**config.mk**
```make
export PLATFORM = sky130hd
export DESIGN_NAME = dmem_port_arbiter_flat
export DESIGN_NICKNAME = d
export VERILOG_FILES = /design/src/rtl/dmem_port_arbiter_if.sv /design/src/rtl/dmem_port_arbiter.sv /design/src/flat_wrapper.sv
export SDC_FILE = /design/constraint.sdc
export NUM_CORES = 1
export LEC_CHECK = 0
export ABC_CLOCK_PERIOD_IN_PS = 4300
export BUFFER_PORTS_ARGS = -buffer_cell sky130_fd_sc_hd__clkbuf_2
export CORE_MARGIN = 2
export CORE_UTILIZATION = 45
export CTS_BUF_LIST = sky130_fd_sc_hd__clkbuf_8
export DETAILED_ROUTE_END_ITERATION = 10
export PLACE_DENSITY_LB_ADDON = 0.1
export SYNTH_ARGS = -nofsm -noshare
export SYNTH_HDL_FRONTEND = slang
export SYNTH_SLANG_ARGS = --single-unit
```
**constraint.sdc**
```tcl
create_clock -name clk -period 4.3 [get_ports clk]
set_input_delay 0.43 -clock clk [delete_from_list [all_inputs] [get_ports clk]]
set_output_delay 0.43 -clock clk [all_outputs]
set_load 0.02 [all_outputs]
```
**src/rtl/dmem_port_arbiter_if.sv**
```systemverilog
`default_nettype none
// ============================================================================
// Module      : dmem_port_arbiter_if
// Description : Bundle of the two requester ports, the data-memory port and
//               the status outputs of the data-memory port arbiter.
// Revision    : 1.0 - initial release
// ============================================================================
interface dmem_port_arbiter_if;
    // Port A (CPU load/store unit)
    logic        a_req;
    logic [2:0]  a_op;
    logic [8:0]  a_addr;
    logic [31:0] a_wdata;
    logic        a_ack;
    logic        a_err;
    logic [31:0] a_rdata;
    // Port B (debug loader / DMA)
    logic        b_req;
    logic [2:0]  b_op;
    logic [8:0]  b_addr;
    logic [31:0] b_wdata;
    logic        b_ack;
    logic        b_err;
    logic [31:0] b_rdata;
    // Data-memory side
    logic        dmem_ena;
    logic        dmem_r;
    logic        dmem_w;
    logic [6:0]  dmem_addr;
    logic [31:0] dmem_data_in;
    logic [31:0] dmem_data_out;
    logic        is_sw, is_lw, is_sb, is_sh, is_lb, is_lh, is_lbu, is_lhu;
    logic [1:0]  b_r;
    logic [1:0]  h_r;
    // Status
    logic        busy;
    logic        owner;

    // Arbiter side
    modport slave (
        input  a_req, a_op, a_addr, a_wdata,
        output a_ack, a_err, a_rdata,
        input  b_req, b_op, b_addr, b_wdata,
        output b_ack, b_err, b_rdata,
        output dmem_ena, dmem_r, dmem_w, dmem_addr, dmem_data_in,
        input  dmem_data_out,
        output is_sw, is_lw, is_sb, is_sh, is_lb, is_lh, is_lbu, is_lhu,
        output b_r, h_r, busy, owner
    );

    // Requesters plus memory side
    modport master (
        output a_req, a_op, a_addr, a_wdata,
        input  a_ack, a_err, a_rdata,
        output b_req, b_op, b_addr, b_wdata,
        input  b_ack, b_err, b_rdata,
        input  dmem_ena, dmem_r, dmem_w, dmem_addr, dmem_data_in,
        output dmem_data_out,
        input  is_sw, is_lw, is_sb, is_sh, is_lb, is_lh, is_lbu, is_lhu,
        input  b_r, h_r, busy, owner
    );
endinterface
`default_nettype wire

```
**src/rtl/dmem_port_arbiter.sv**
```systemverilog
`default_nettype none
// ============================================================================
// Module      : dmem_port_arbiter
// Description : Round-robin two-port access controller for the data memory.
//               Each access runs IDLE -> ACCESS -> DONE; read data and error
//               status are returned registered with a one-cycle ack.
// Revision    : 1.0 - initial release
// ============================================================================
module dmem_port_arbiter #(
    parameter int unsigned DEPTH = 32
) (
    input logic              clk,
    input logic              rst,
    dmem_port_arbiter_if.slave bus
);

    localparam logic [1:0] c_st_idle   = 2'd0;
    localparam logic [1:0] c_st_access = 2'd1;
    localparam logic [1:0] c_st_done   = 2'd2;

    localparam logic [2:0] c_op_lw  = 3'd0;
    localparam logic [2:0] c_op_lb  = 3'd1;
    localparam logic [2:0] c_op_lbu = 3'd2;
    localparam logic [2:0] c_op_lh  = 3'd3;
    localparam logic [2:0] c_op_lhu = 3'd4;
    localparam logic [2:0] c_op_sw  = 3'd5;
    localparam logic [2:0] c_op_sb  = 3'd6;
    localparam logic [2:0] c_op_sh  = 3'd7;

    logic [1:0]  r_state;
    logic [1:0]  w_state_next;
    logic        r_last_b;      // 1 when port B was served last
    logic        r_owner;
    logic [2:0]  r_op;
    logic [8:0]  r_addr;
    logic [31:0] r_wdata;
    logic        r_err;
    logic        r_a_ack, r_a_err, r_b_ack, r_b_err;
    logic [31:0] r_a_rdata, r_b_rdata;

    logic        w_any_req;
    logic        w_grant_b;
    logic [2:0]  w_sel_op;
    logic [8:0]  w_sel_addr;
    logic [31:0] w_sel_wdata;
    logic        w_sel_err;
    logic        w_is_load;
    logic        w_mem_go;

    // Winner selection and request mux; on a tie the port not served last wins.
    always_comb begin
        w_any_req   = bus.a_req | bus.b_req;
        w_grant_b   = bus.b_req & (~bus.a_req | ~r_last_b);
        w_sel_op    = w_grant_b ? bus.b_op    : bus.a_op;
        w_sel_addr  = w_grant_b ? bus.b_addr  : bus.a_addr;
        w_sel_wdata = w_grant_b ? bus.b_wdata : bus.a_wdata;
    end

    // Alignment and range check of the winning request, evaluated at latch time.
    always_comb begin
        w_sel_err = 1'b0;
        case (w_sel_op)
            c_op_lw, c_op_sw:           w_sel_err = (w_sel_addr[1:0] != 2'b00);
            c_op_lh, c_op_lhu, c_op_sh: w_sel_err = w_sel_addr[0];
            default:                    w_sel_err = 1'b0;
        endcase
        if ({25'd0, w_sel_addr[8:2]} >= DEPTH) begin
            w_sel_err = 1'b1;
        end
    end

    // State register.
    always_ff @(posedge clk or posedge rst) begin
        if (rst) begin
            r_state <= c_st_idle;
        end else begin
            r_state <= w_state_next;
        end
    end

    // Next-state logic: one ACCESS cycle and one DONE cycle per granted request.
    always_comb begin
        w_state_next = c_st_idle;
        case (r_state)
            c_st_idle:   w_state_next = w_any_req ? c_st_access : c_st_idle;
            c_st_access: w_state_next = c_st_done;
            c_st_done:   w_state_next = c_st_idle;
            default:     w_state_next = c_st_idle;
        endcase
    end

    // Latch the winner's request so late input changes cannot disturb it.
    always_ff @(posedge clk or posedge rst) begin
        if (rst) begin
            r_owner <= 1'b0;
            r_op    <= 3'd0;
            r_addr  <= 9'd0;
            r_wdata <= 32'd0;
            r_err   <= 1'b0;
        end else if ((r_state == c_st_idle) && w_any_req) begin
            r_owner <= w_grant_b;
            r_op    <= w_sel_op;
            r_addr  <= w_sel_addr;
            r_wdata <= w_sel_wdata;
            r_err   <= w_sel_err;
        end
    end

    // Response registers: ack/err/rdata raised at the end of ACCESS, ack and
    // err cleared at the end of DONE when the round-robin pointer advances.
    always_ff @(posedge clk or posedge rst) begin
        if (rst) begin
            r_a_ack   <= 1'b0;
            r_a_err   <= 1'b0;
            r_a_rdata <= 32'd0;
            r_b_ack   <= 1'b0;
            r_b_err   <= 1'b0;
            r_b_rdata <= 32'd0;
            r_last_b  <= 1'b1;
        end else if (r_state == c_st_access) begin
            if (r_owner) begin
                r_b_ack   <= 1'b1;
                r_b_err   <= r_err;
                r_b_rdata <= (w_is_load && !r_err) ? bus.dmem_data_out : 32'd0;
            end else begin
                r_a_ack   <= 1'b1;
                r_a_err   <= r_err;
                r_a_rdata <= (w_is_load && !r_err) ? bus.dmem_data_out : 32'd0;
            end
        end else if (r_state == c_st_done) begin
            r_a_ack  <= 1'b0;
            r_a_err  <= 1'b0;
            r_b_ack  <= 1'b0;
            r_b_err  <= 1'b0;
            r_last_b <= r_owner;
        end
    end

    // Memory-side decode from state and latched fields only; an erroring
    // access keeps every strobe low.
    always_comb begin
        w_is_load        = (r_op <= c_op_lhu);
        w_mem_go         = (r_state == c_st_access) && !r_err;
        bus.dmem_ena     = w_mem_go;
        bus.dmem_r       = w_mem_go & w_is_load;
        bus.dmem_w       = w_mem_go & ~w_is_load;
        bus.dmem_addr    = w_mem_go ? r_addr[8:2] : 7'd0;
        bus.dmem_data_in = w_mem_go ? r_wdata : 32'd0;
        bus.b_r          = w_mem_go ? r_addr[1:0] : 2'd0;
        bus.h_r          = w_mem_go ? r_addr[1:0] : 2'd0;
        bus.is_lw        = w_mem_go && (r_op == c_op_lw);
        bus.is_lb        = w_mem_go && (r_op == c_op_lb);
        bus.is_lbu       = w_mem_go && (r_op == c_op_lbu);
        bus.is_lh        = w_mem_go && (r_op == c_op_lh);
        bus.is_lhu       = w_mem_go && (r_op == c_op_lhu);
        bus.is_sw        = w_mem_go && (r_op == c_op_sw);
        bus.is_sb        = w_mem_go && (r_op == c_op_sb);
        bus.is_sh        = w_mem_go && (r_op == c_op_sh);
    end

    // Port responses and status.
    always_comb begin
        bus.a_ack   = r_a_ack;
        bus.a_err   = r_a_err;
        bus.a_rdata = r_a_rdata;
        bus.b_ack   = r_b_ack;
        bus.b_err   = r_b_err;
        bus.b_rdata = r_b_rdata;
        bus.busy    = (r_state != c_st_idle);
        bus.owner   = r_owner;
    end

endmodule
`default_nettype wire
```
**src/flat_wrapper.sv**
```systemverilog
// flat-port wrapper written by rule: the top's interface ports become plain ports
module dmem_port_arbiter_flat 
#(
    parameter int unsigned DEPTH = 32
)
  (clk, rst, bus_a_req, bus_a_op, bus_a_addr, bus_a_wdata, bus_a_ack, bus_a_err, bus_a_rdata, bus_b_req, bus_b_op, bus_b_addr, bus_b_wdata, bus_b_ack, bus_b_err, bus_b_rdata, bus_dmem_ena, bus_dmem_r, bus_dmem_w, bus_dmem_addr, bus_dmem_data_in, bus_dmem_data_out, bus_is_sw, bus_is_lw, bus_is_sb, bus_is_sh, bus_is_lb, bus_is_lh, bus_is_lbu, bus_is_lhu, bus_b_r, bus_h_r, bus_busy, bus_owner);
  dmem_port_arbiter_if bus_i ();
  input logic clk;
  input logic rst;
  input wire logic [$bits(bus_i.a_req)-1:0] bus_a_req;
  input wire logic [$bits(bus_i.a_op)-1:0] bus_a_op;
  input wire logic [$bits(bus_i.a_addr)-1:0] bus_a_addr;
  input wire logic [$bits(bus_i.a_wdata)-1:0] bus_a_wdata;
  output wire logic [$bits(bus_i.a_ack)-1:0] bus_a_ack;
  output wire logic [$bits(bus_i.a_err)-1:0] bus_a_err;
  output wire logic [$bits(bus_i.a_rdata)-1:0] bus_a_rdata;
  input wire logic [$bits(bus_i.b_req)-1:0] bus_b_req;
  input wire logic [$bits(bus_i.b_op)-1:0] bus_b_op;
  input wire logic [$bits(bus_i.b_addr)-1:0] bus_b_addr;
  input wire logic [$bits(bus_i.b_wdata)-1:0] bus_b_wdata;
  output wire logic [$bits(bus_i.b_ack)-1:0] bus_b_ack;
  output wire logic [$bits(bus_i.b_err)-1:0] bus_b_err;
  output wire logic [$bits(bus_i.b_rdata)-1:0] bus_b_rdata;
  output wire logic [$bits(bus_i.dmem_ena)-1:0] bus_dmem_ena;
  output wire logic [$bits(bus_i.dmem_r)-1:0] bus_dmem_r;
  output wire logic [$bits(bus_i.dmem_w)-1:0] bus_dmem_w;
  output wire logic [$bits(bus_i.dmem_addr)-1:0] bus_dmem_addr;
  output wire logic [$bits(bus_i.dmem_data_in)-1:0] bus_dmem_data_in;
  input wire logic [$bits(bus_i.dmem_data_out)-1:0] bus_dmem_data_out;
  output wire logic [$bits(bus_i.is_sw)-1:0] bus_is_sw;
  output wire logic [$bits(bus_i.is_lw)-1:0] bus_is_lw;
  output wire logic [$bits(bus_i.is_sb)-1:0] bus_is_sb;
  output wire logic [$bits(bus_i.is_sh)-1:0] bus_is_sh;
  output wire logic [$bits(bus_i.is_lb)-1:0] bus_is_lb;
  output wire logic [$bits(bus_i.is_lh)-1:0] bus_is_lh;
  output wire logic [$bits(bus_i.is_lbu)-1:0] bus_is_lbu;
  output wire logic [$bits(bus_i.is_lhu)-1:0] bus_is_lhu;
  output wire logic [$bits(bus_i.b_r)-1:0] bus_b_r;
  output wire logic [$bits(bus_i.h_r)-1:0] bus_h_r;
  output wire logic [$bits(bus_i.busy)-1:0] bus_busy;
  output wire logic [$bits(bus_i.owner)-1:0] bus_owner;
  assign bus_i.a_req = bus_a_req;
  assign bus_i.a_op = bus_a_op;
  assign bus_i.a_addr = bus_a_addr;
  assign bus_i.a_wdata = bus_a_wdata;
  assign bus_a_ack = bus_i.a_ack;
  assign bus_a_err = bus_i.a_err;
  assign bus_a_rdata = bus_i.a_rdata;
  assign bus_i.b_req = bus_b_req;
  assign bus_i.b_op = bus_b_op;
  assign bus_i.b_addr = bus_b_addr;
  assign bus_i.b_wdata = bus_b_wdata;
  assign bus_b_ack = bus_i.b_ack;
  assign bus_b_err = bus_i.b_err;
  assign bus_b_rdata = bus_i.b_rdata;
  assign bus_dmem_ena = bus_i.dmem_ena;
  assign bus_dmem_r = bus_i.dmem_r;
  assign bus_dmem_w = bus_i.dmem_w;
  assign bus_dmem_addr = bus_i.dmem_addr;
  assign bus_dmem_data_in = bus_i.dmem_data_in;
  assign bus_i.dmem_data_out = bus_dmem_data_out;
  assign bus_is_sw = bus_i.is_sw;
  assign bus_is_lw = bus_i.is_lw;
  assign bus_is_sb = bus_i.is_sb;
  assign bus_is_sh = bus_i.is_sh;
  assign bus_is_lb = bus_i.is_lb;
  assign bus_is_lh = bus_i.is_lh;
  assign bus_is_lbu = bus_i.is_lbu;
  assign bus_is_lhu = bus_i.is_lhu;
  assign bus_b_r = bus_i.b_r;
  assign bus_h_r = bus_i.h_r;
  assign bus_busy = bus_i.busy;
  assign bus_owner = bus_i.owner;
  dmem_port_arbiter #(.DEPTH(DEPTH)) u_core (.clk(clk), .rst(rst), .bus(bus_i));
endmodule
```
==> impl_metrics.yaml, run 1 <==
setup_path:
  critical_path_required_ns: 3.87
  cp_max_fo: 44
  worst_setup_path_end_kind: "output pin"
  cp_slowest_stage_delay_ns: 0.46
  critPathArrivalTime_ns: 2.27
  crit_buf_inv: 2
  slowest_stage: "dfrtp_1"
  worstSetupPathType: "reg2out"
  crit_path_start_kind: "flip-flop"
  critical_path.cell_chain: "and2b_4, nand2b_2, inv_2, nand2_1, nor2_1, clkbuf_2"
  crit_family: "simple AND/OR/NAND/NOR gates"
sta:
  finalMaxSlewViolations: 0
  layout_setup_ws_ns: 1.60
  period_share: 0.627
  period_needed_ns: 2.70
  tns_ns: 0
  fmax_mhz: 371
  setup_violations: 0
  relSlewSlack: 0.222
  worst_pin_slew_ns: 1.16
  fin_skew_ns: 0.0140
  grt_setup_unrepaired: "no"
  hold_violations: 0
floorplan:
  fp.dieH_um: 113
  row_count: 39
  die_x_um: 113
  core_um2: 11500
  die-area_um2: 12700
  initial_core_util: 0.463
  io_pins: 248
cells_and_area:
  final_util: 0.603
  num-fill-cells: 1017
  num-nets-final: 907
  syn_to_final_growth_pct: 30.4
  antenna_cells: 0
  fin_cells: 939
  drive_gt1_frac: 0.373
logic_synthesis:
  yosysWarnings: 0
  synth_nets: 674
  synthAdderAreaFrac: 0
  synthXorXnorAreaFrac: 0
  yosysTopAreaCell: "dfrtp_1"
  synth_mux_area_frac: 0.0830
  ys_ff_latch: 117
  synth_top_family_by_area: "simple AND/OR/NAND/NOR gates"
  syn_avg_cell_area_um2: 9.65
  synth_top_cell_area_share: 0.547
  synth_area_leaders: "dfrtp_1, nand2_1, mux2i_1"
  yosys.area_share.simple: 0.184
  netlist_instances: 550
  synth_area_um2: 5310
  ys_seq_area_frac: 0.552
  synth_compound_area_frac: 0.127
  ys_types: 34
clock_network:
  postCtsResizedCells: 0
  cts_tree: "yes"
  cts_made_buffers: 17
  post_cts_buffers: 0
  clk-insertion-delay-late_ns: 0.43
  root_buffer: "clkbuf_8"
  hold_buffers: 0
  cts.clk_slew.worst_paths_ns: 0.07
  clock_sinks: 117
  h-tree-depth: 4
  clock_path_buffers: 2
place:
  placed_cells_incl_taps: 907
  dp_hpwl_mm: 9.64
  place.gp.congestion: 0.773
  preCtsSetupSlack_ns: 2.04
  port_buffers: 247
route:
  detail-route-antenna-nets: 0
  vias: 4612
  finalWirelength_mm: 13.2
  drt-initial-drc-count: 293
  firstDrtPassIters: 4
  routed_via_density: 4.91
  routedWlPerCell_um: 14.0
  drc: 0
grt:
  grt_max_degree: 67
  grtUsageMet2: 0.354
  grt_antenna_before_repair: 0
  use_met3: 0.0626
  overflow: 0
  busiest_layer: "met2"
  grt_util_all_layers: 0.213
  grt_pass1_vias: 4539
  grt_pass1_wl_mm: 21.4
  grt.met1_usage: 0.259
pwr:
  leakage_uw: 0.00365
  irDropWorstVdd_mv: 0.305
  p_total_uw: 4720
  power.density_nw_per_um2: 683
worst_hold_path:
  hold_class: "in2async"
outcome:
  status: "completed"
run:
  cap_violations: 0
==> metrics by stage <==
stage	hold WS, ns	cell area [um2]
2_1_floorplan	0.442	5310
3_3_place_gp	0.455	6520
3_5_place_dp	0.462	6520
4_1_cts	0.186	6920
5_1_grt	0.204	6920
6_report	0.185	6920
==> layout make-up <==
cell class | instances | area, um2 | share of cell area
Clock buffer | 18 | 248 | 0.0358
Sequential cell | 117 | 2930 | 0.423
Clock inverter | 14 | 150 | 0.0217
Timing Repair Buffer | 253 | 1280 | 0.185
Multi-Input combinational cell | 388 | 2110 | 0.305
Tap cell | 143 | 179 | 0.0259
Inverter | 6 | 25.0 | 0.00362
==> registers in the layout, summed over array words and instances (netlist names), 2 cells and up <==
register,cells
u_core.bus.a_rdata,32
u_core.bus.b_rdata,32
u_core.r_wdata,32
u_core.r_addr,9
u_core.r_op,3
u_core.r_state,2
==> power by group <==
| group | total, uW | internal [uW] | switching [uW] |
|---|---|---|---|
| registers | 1820 | 1550 | 266 |
| logic | 1910 | 622 | 1290 |
| clock network | 996 | 534 | 462 |
==> kinds of logic after synthesis <==
family          count (synthesis)
flops                         117
buf+inv                        45
compound gates                125
mux                            44
simple gates                  219
==> synthesized netlist by cell type, drive strengths merged <==
cell type and count:
a2111o 1, a2111oi 1, a211oi 1, a21boi 1, a21oi 4, a22o 1, a2bb2oi 1, and2 42
and2b 1, and3 1, buf 26, clkbuf 13, dfrtp 116, dfstp 1, inv 6, mux2i 44
nand2 154, nand2b 5, nor2 8, nor3 5, nor3b 1, nor4 1, o211ai 2, o21ai 113
or2 1
==> placed cells by master, fill, tap and decap left out, drive strengths merged <==
cell type	synthesis	layout
a2111o	1	1
a2111oi	1	1
a211oi	1	1
a21boi	1	1
a21oi	4	4
a22o	1	1
a2bb2oi	1	1
and2	42	42
and2b	1	1
and3	1	1
buf	26	6
bufinv	0	2
clkbuf	13	265
clkinv	0	2
clkinvlp	0	6
dfrtp	116	116
dfstp	1	1
inv	6	10
mux2i	44	44
nand2	154	154
nand2b	5	5
nor2	8	8
nor3	5	5
nor3b	1	1
nor4	1	1
o211ai	2	2
o21ai	113	113
or2	1	1
==> worst register-to-register path, stage by stage, from the launching register on <==
cell and delay [ns]:
dfrtp_1 0.46, and2b_4 0.32, nand2_2 0.62, nand2_1 0.34
o21ai_1 0.10
==> routing by layer <==
| metal | share of wire | up-vias |
|---|---|---|
| met5 | 0 | - |
| met4 | 0.020 | 0 |
| met3 | 0.072 | 25 |
| met2 | 0.49 | 183 |
| met1 | 0.42 | 2120 |
| li1 | - | 2284 |
==> final timing paths <==
path,from,end,slack (ns),cells after the start
setup / recovery,u_core.r_state[1]$_DFF_PP0_,bus_is_sw,1.60,6
hold / removal,rst,u_core.r_state[1]$_DFF_PP0_,0.18,3
setup reg to reg,u_core.r_state[1]$_DFF_PP0_,u_core.bus.a_rdata[15]$_DFFE_PP0P_,2.29,4
hold reg to reg,u_core.r_wdata[19]$_DFFE_PP0P_,u_core.r_wdata[19]$_DFFE_PP0P_,0.47,2
max in group asynchronous,rst,u_core.bus.b_rdata[9]$_DFFE_PP0P_,3.51,3
min in group clk,bus_dmem_data_out[11],u_core.bus.a_rdata[11]$_DFFE_PP0P_,0.23,3
(Power assumes the default switching activity.)
==> run 2, diff against run 1 <==
--- a/config.mk
+++ b/config.mk
@@ -5,7 +5,8 @@
 export SDC_FILE = /design/constraint.sdc
 export NUM_CORES = 1
 export LEC_CHECK = 0
-export ABC_CLOCK_PERIOD_IN_PS = 4300
+export ABC_AREA = 1
+export ABC_CLOCK_PERIOD_IN_PS = 2700
 export BUFFER_PORTS_ARGS = -buffer_cell sky130_fd_sc_hd__clkbuf_2
 export CORE_MARGIN = 2
 export CORE_UTILIZATION = 45
==> constraint.sdc (replaced) <==
create_clock -name clk -period 2.7 [get_ports clk]
set_input_delay 0.27 -clock clk [delete_from_list [all_inputs] [get_ports clk]]
set_output_delay 0.27 -clock clk [all_outputs]
set_load 0.02 [all_outputs]
==> run 2 against run 1 <==
  * Wire length up 12%
  * Critical path depth up 1
  * Hold slack worse by 0.15 ns
  * Highest routed layer unchanged
  * Combinational power up 80%
  * Sequential share of layout area down 1.1 points
  * Final area up 2.6%
  * Flip-flop and latch count unchanged
  * Cell count up 17%
  * Critical endpoint is now bus_is_lh
  * Clock skew down 0.0023 ns
  * Total power up 69%
==> impl_metrics.yaml, run 2 <==
outcome:
  status: "completed"
floorplan:
  die_x_um: 114
  fp.dieH_um: 114
  initial_core_util: 0.456
  row_count: 40
  die-area_um2: 13000
  io_pins: 248
  core_um2: 11900
grt:
  grt.met1_usage: 0.292
  grt_util_all_layers: 0.237
  use_met3: 0.0675
  grtUsageMet2: 0.391
  grt_max_degree: 78
  grt_antenna_before_repair: 0
  overflow: 0
  grt_pass1_wl_mm: 23.9
  busiest_layer: "met2"
  grt_pass1_vias: 5178
logic_synthesis:
  synth_top_cell_area_share: 0.534
  synthFlopType: "dfrtp_1"
  netlist_instances: 708
  ys_seq_area_frac: 0.539
  yosysWarnings: 0
  yosysTopAreaCell: "dfrtp_1"
  ys_types: 24
  synth_common_cells: "nand2_1, nor2_1, dfrtp_1"
  synth_area_um2: 5430
  synth_nets: 832
  syn_avg_cell_area_um2: 7.68
  async_flop_share: 1.00
  post-synth-top-count-cell: "nand2_1"
  synth_area_leaders: "dfrtp_1, nand2_1, nor2_1"
  synth_edf_count: 0
  ys_ff_latch: 117
setup_path:
  cp_slowest_stage_delay_ns: 0.41
  critPathArrivalTime_ns: 2.16
  slowest_stage: "dfrtp_1"
  rr_worst_depth: 9
  crit_buf_inv: 3
  worstSetupPathType: "reg2out"
  r2r-start: "u_core.r_last_b$_DFFE_PP1P_"
  r2r_end: "u_core.r_err$_DFFE_PP0P_"
  ff2ff_setup_slack_ns: 0.87
  crit_family: "simple AND/OR/NAND/NOR gates"
  critical_path_required_ns: 2.43
  critical_path.cell_chain: "nor2_2, inv_2, nor2_4, inv_2, or2_1, nor2_1, clkbuf_2"
  cp_max_fo: 43
  crit_path_start_kind: "flip-flop"
  startpoint: "u_core.r_state[1]$_DFF_PP0_"
  cpMostUsedCell: "inv_2"
  worst_setup_path_end_kind: "output pin"
cells_and_area:
  final_common_cell: "clkbuf_2"
  mostFrequentLayoutCells: "clkbuf_2, nand2_1, nor2_1, dfrtp_1, inv_1"
  num-nets-final: 1066
  drive_gt1_frac: 0.317
  antenna_cells: 0
  num-fill-cells: 1120
  syn_to_final_growth_pct: 30.6
route:
  detail-route-antenna-nets: 0
  drt-initial-drc-count: 332
  finalWirelength_mm: 14.7
  routed_via_density: 4.80
  firstDrtPassIters: 4
  routedWlPerCell_um: 13.4
  vias: 5280
  drc: 0
place:
  place.gp.congestion: 0.846
  port_buffers: 247
  dp_hpwl_mm: 10.3
sta:
  period_needed_ns: 2.43
  worst_hold_slack_ns: 0.0394
  grt_setup_unrepaired: "no"
  fin_skew_ns: 0.0117
  setup_violations: 0
  finalMaxSlewViolations: 0
  tns_ns: 0
  fmax_mhz: 412
  period_share: 0.899
  worst_pin_slew_ns: 0.766
  hold_violations: 0
  relSlewSlack: 0.489
pwr:
  irDropWorstVdd_mv: 0.463
  leakage_uw: 0.00427
  power.density_nw_per_um2: 1130
  p_total_uw: 7990
run:
  cap_violations: 0
clock_network:
  postCtsResizedCells: 0
  post_cts_buffers: 0
  cts.clk_slew.worst_paths_ns: 0.07
  hold_buffers: 0
  h-tree-depth: 4
  clk-insertion-delay-late_ns: 0.44
  cts_tree: "yes"
  cts_made_buffers: 17
  clock_sinks: 117
  root_buffer: "clkbuf_8"
  clock_path_buffers: 2
worst_hold_path:
  hold_class: "in2async"
## run 2: cell count changes in the layout (fill, tap and decap cells not counted), sizes merged, moves of 42 or more
| cell | delta |
|---|---|
| nand2 | +80 |
| and2 | -42 |
| inv | +81 |
| nor2 | +119 |
| o21ai | -62 |
| mux2i | -44 |
## run 2: stage by stage
stage	cells	setup WS (ns)	util	area (um2)
after floorplan	708	0.874	-	5440
after global placement	1070	0.800	0.563	6710
after detailed placement	1070	0.715	0.563	6710
after CTS	1101	0.229	0.596	7100
after global routing	1101	0.0794	0.596	7100
final	1101	0.272	0.596	7100
## run 2: worst reg2reg max path, delay by kind of cell, from the launching register on
family,cells,cell delay (ns)
AOI/OAI and AO/OA,1,0.14
buffers and inverters,1,0.40
DFF,1,0.53
and+or+nand+nor,7,0.67
## run 2: cell type report
cell class	instances	area [um2]	area share
tap	147	184	0.0259
inverter	91	345	0.0486
clock inverter	10	105	0.0148
clock buffer	21	289	0.0407
sequential	117	2930	0.413
timing repair buffer	254	1300	0.183
multi-input combinational	461	1950	0.274
## run 2: where the power goes
part	total [uW]	switching, uW	internal, uW
clock	1590	691	902
sequential	2960	397	2570
combinational	3440	2380	1050
total	7990	3470	4520
## run 2: cell families after synthesis
logic type / share of synthesized area
buf+inv: 0.103
compound gates: 0.0926
simple gates: 0.265
flops: 0.539
## run 2: metal layers
| metal | wire length, um | up-vias |
|---|---|---|
| met3 | 1050 | 30 |
| met4 | 382 | 0 |
| met2 | 7050 | 202 |
| met1 | 6240 | 2429 |
| met5 | 0 | - |
| li1 | - | 2619 |
## run 2: worst max-delay path by stage
stage | end | slack, ns | depth (start not counted)
6_report | bus_is_lh | 0.27 | 7
5_1_grt | bus_is_lh | 0.08 | 7
4_1_cts | bus_is_lh | 0.23 | 7
3_5_place_dp | bus_is_lh | 0.72 | 7
3_3_place_gp | bus_is_lbu | 0.80 | 8
2_1_floorplan | bus_h_r[0] | 0.87 | 7
==> run 3, diff against run 2 <==
--- a/config.mk
+++ b/config.mk
@@ -12,6 +12,8 @@
 export CORE_UTILIZATION = 45
 export CTS_BUF_LIST = sky130_fd_sc_hd__clkbuf_8
 export DETAILED_ROUTE_END_ITERATION = 10
+export HOLD_SLACK_MARGIN = 0.1
+export MAX_ROUTING_LAYER = met4
 export PLACE_DENSITY_LB_ADDON = 0.1
 export SYNTH_ARGS = -nofsm -noshare
 export SYNTH_HDL_FRONTEND = slang
==> run 3 against run 2 <==
  * Wire length up 5.2%
  * Worst setup slack worse by 0.00076 ns
  * Die area unchanged
  * Register-to-register slack lost 0.44 ns
  * Total power up 1.8%
  * Global-route usage rose by 2.1 points
  * Final area increased by 8.2%
  * Clock power barely moved
  * Non-clock buffer count increased by 58
  * Maximum frequency is essentially flat
  * Combinational power increased by 4%
  * Critical endpoint unchanged
==> impl_metrics.yaml, run 3 (same netlist as run 2, synthesis figures left out) <==
pwr:
  p_sw_uw: 3500
  swShare: 0.430
  irDropWorstVdd_mv: 0.466
  clkPwrFrac: 0.195
  power_frac_comb: 0.441
  leakage_uw: 0.00452
  seq_power_share: 0.364
  power.density_nw_per_um2: 1060
  power.internal_uw: 4630
place:
  dp_hpwl_mm: 10.3
  place.gp.congestion: 0.860
  placed_cells_incl_taps: 1070
  port_buffers: 247
  preCtsSetupSlack_ns: 0.715
  dpl_cell_area_um2: 6710
setup_path:
  r2r-start: "u_core.r_state[1]$_DFF_PP0_"
  ff2ff_setup_slack_ns: 0.43
  rr_worst_depth: 7
  crit_path_start_kind: "flip-flop"
  critPathArrivalTime_ns: 2.16
  worstSetupPathType: "reg2out"
  worst_setup_path_end_kind: "output pin"
  cp_max_fo: 43
  r2r_end: "u_core.r_wdata[1]$_DFFE_PP0P_"
  critical_path_required_ns: 2.43
cells_and_area:
  mostFrequentLayoutCells: "clkbuf_2, nand2_1, nor2_1, dfrtp_1, inv_1"
  fin_cells: 1159
  multi_input_area_um2: 1950
  num-fill-cells: 1048
  drive_gt1_frac: 0.298
  syn_to_final_growth_pct: 41.3
  area.sequential_um2: 2930
  final_area_um2: 7680
  antenna_cells: 0
  final_common_cell: "clkbuf_2"
  num-nets-final: 1124
outcome:
  status: "completed"
route:
  finalWirelength_mm: 15.5
  firstDrtPassIters: 5
  routedWlPerCell_um: 13.4
  drc: 0
  routed_via_density: 4.81
  detail-route-antenna-nets: 0
  vias: 5571
  drt-initial-drc-count: 329
floorplan:
  initial_core_util: 0.456
  fp.dieH_um: 114
  core_um2: 11900
  die_x_um: 114
  row_count: 40
  io_pins: 248
  die-area_um2: 13000
clock_network:
  cts_tree: "yes"
  root_buffer: "clkbuf_8"
  cts.clk_slew.worst_paths_ns: 0.07
  clk-insertion-delay-late_ns: 0.45
  cts_made_buffers: 17
  post_cts_buffers: 0
  h-tree-depth: 4
  clock_path_buffers: 2
  clock_sinks: 117
sta:
  relSlewSlack: 0.496
  fin_skew_ns: 0.0115
  finalMaxSlewViolations: 0
  setup_violations: 0
  period_share: 0.899
  period_needed_ns: 2.43
  grt_setup_unrepaired: "no"
  fmax_mhz: 412
  hold_violations: 0
  worst_pin_slew_ns: 0.756
  worst_hold_slack_ns: 0.123
  layout_setup_ws_ns: 0.272
  tns_ns: 0
grt:
  grt_pass1_wl_mm: 25.3
  grt_util_all_layers: 0.258
  grt_antenna_before_repair: 0
  overflow: 0
  grt_pass1_vias: 5541
  grt_max_degree: 78
worst_hold_path:
  hold_class: "in2reg"
  holdPathStages: 5
  min_to: "u_core.bus.b_rdata[6]$_DFFE_PP0P_"
  min-delay-start: "bus_dmem_data_out[6]"
run:
  cap_violations: 0
-- run 3: changes by cell type in the layout (fill, tap and decap cells not counted), sizes merged --
cell	delta
dlygate4sd3	+58
-- run 3: layout make-up --
cell class	count	area share
clock buffers	21	0.0376
clock inverters	10	0.0137
inverters	91	0.0450
multi-input cells	461	0.253
flip-flops and latches	117	0.381
well taps	147	0.0239
repair buffers	312	0.245
-- run 3: power by group through the flow --
stage | combinational, uW | clock, uW | sequential (uW)
2_1_floorplan | 1840 | 0 | 3480
3_3_place_gp | 3400 | 0 | 2960
3_5_place_dp | 3460 | 0 | 2990
4_1_cts | 3600 | 1630 | 2970
5_1_grt | 3980 | 1710 | 3060
6_report | 3580 | 1590 | 2960
-- run 3: routing by layer --
metal	global-route usage	vias to the layer above	wire length (um)
met5	-	-	0
met1	0.300	2582	6420
met3	0.0553	38	891
met2	0.431	222	7740
li1	-	2729	-
met4	0.119	0	435
-- run 3: worst max-delay path by stage --
stage / startpoint / to
floorplan: u_core.r_state[1]$_DFF_PP0_ / bus_h_r[0]
global placement: u_core.r_state[0]$_DFF_PP0_ / bus_is_lbu
detailed placement: u_core.r_state[1]$_DFF_PP0_ / bus_is_lh
CTS: u_core.r_state[1]$_DFF_PP0_ / bus_is_lh
global route: u_core.r_state[1]$_DFF_PP0_ / bus_is_lh
finish: u_core.r_state[1]$_DFF_PP0_ / bus_is_lh
-- run 3: repair_timing --
action                                 CTS  global route
endpoints found under the hold margin  179             0
hold buffers                            58             0
gates resized for setup                  0             0
-- run 3: worst max-delay path: stages (launching register included) --
cell and delay [ns]:
dfrtp_1 0.41, nor2_2 0.15, inv_2 0.10, nor2_4 0.11, inv_2 0.27, or2_1 0.36
nor2_1 0.12, clkbuf_2 0.18
-- run 3: metrics by stage --
step            util  total power (uW)
2_1_floorplan      -              5320
3_3_place_gp   0.563              6360
3_5_place_dp   0.563              6450
4_1_cts        0.645              8200
5_1_grt        0.645              8750
6_report       0.645              8140
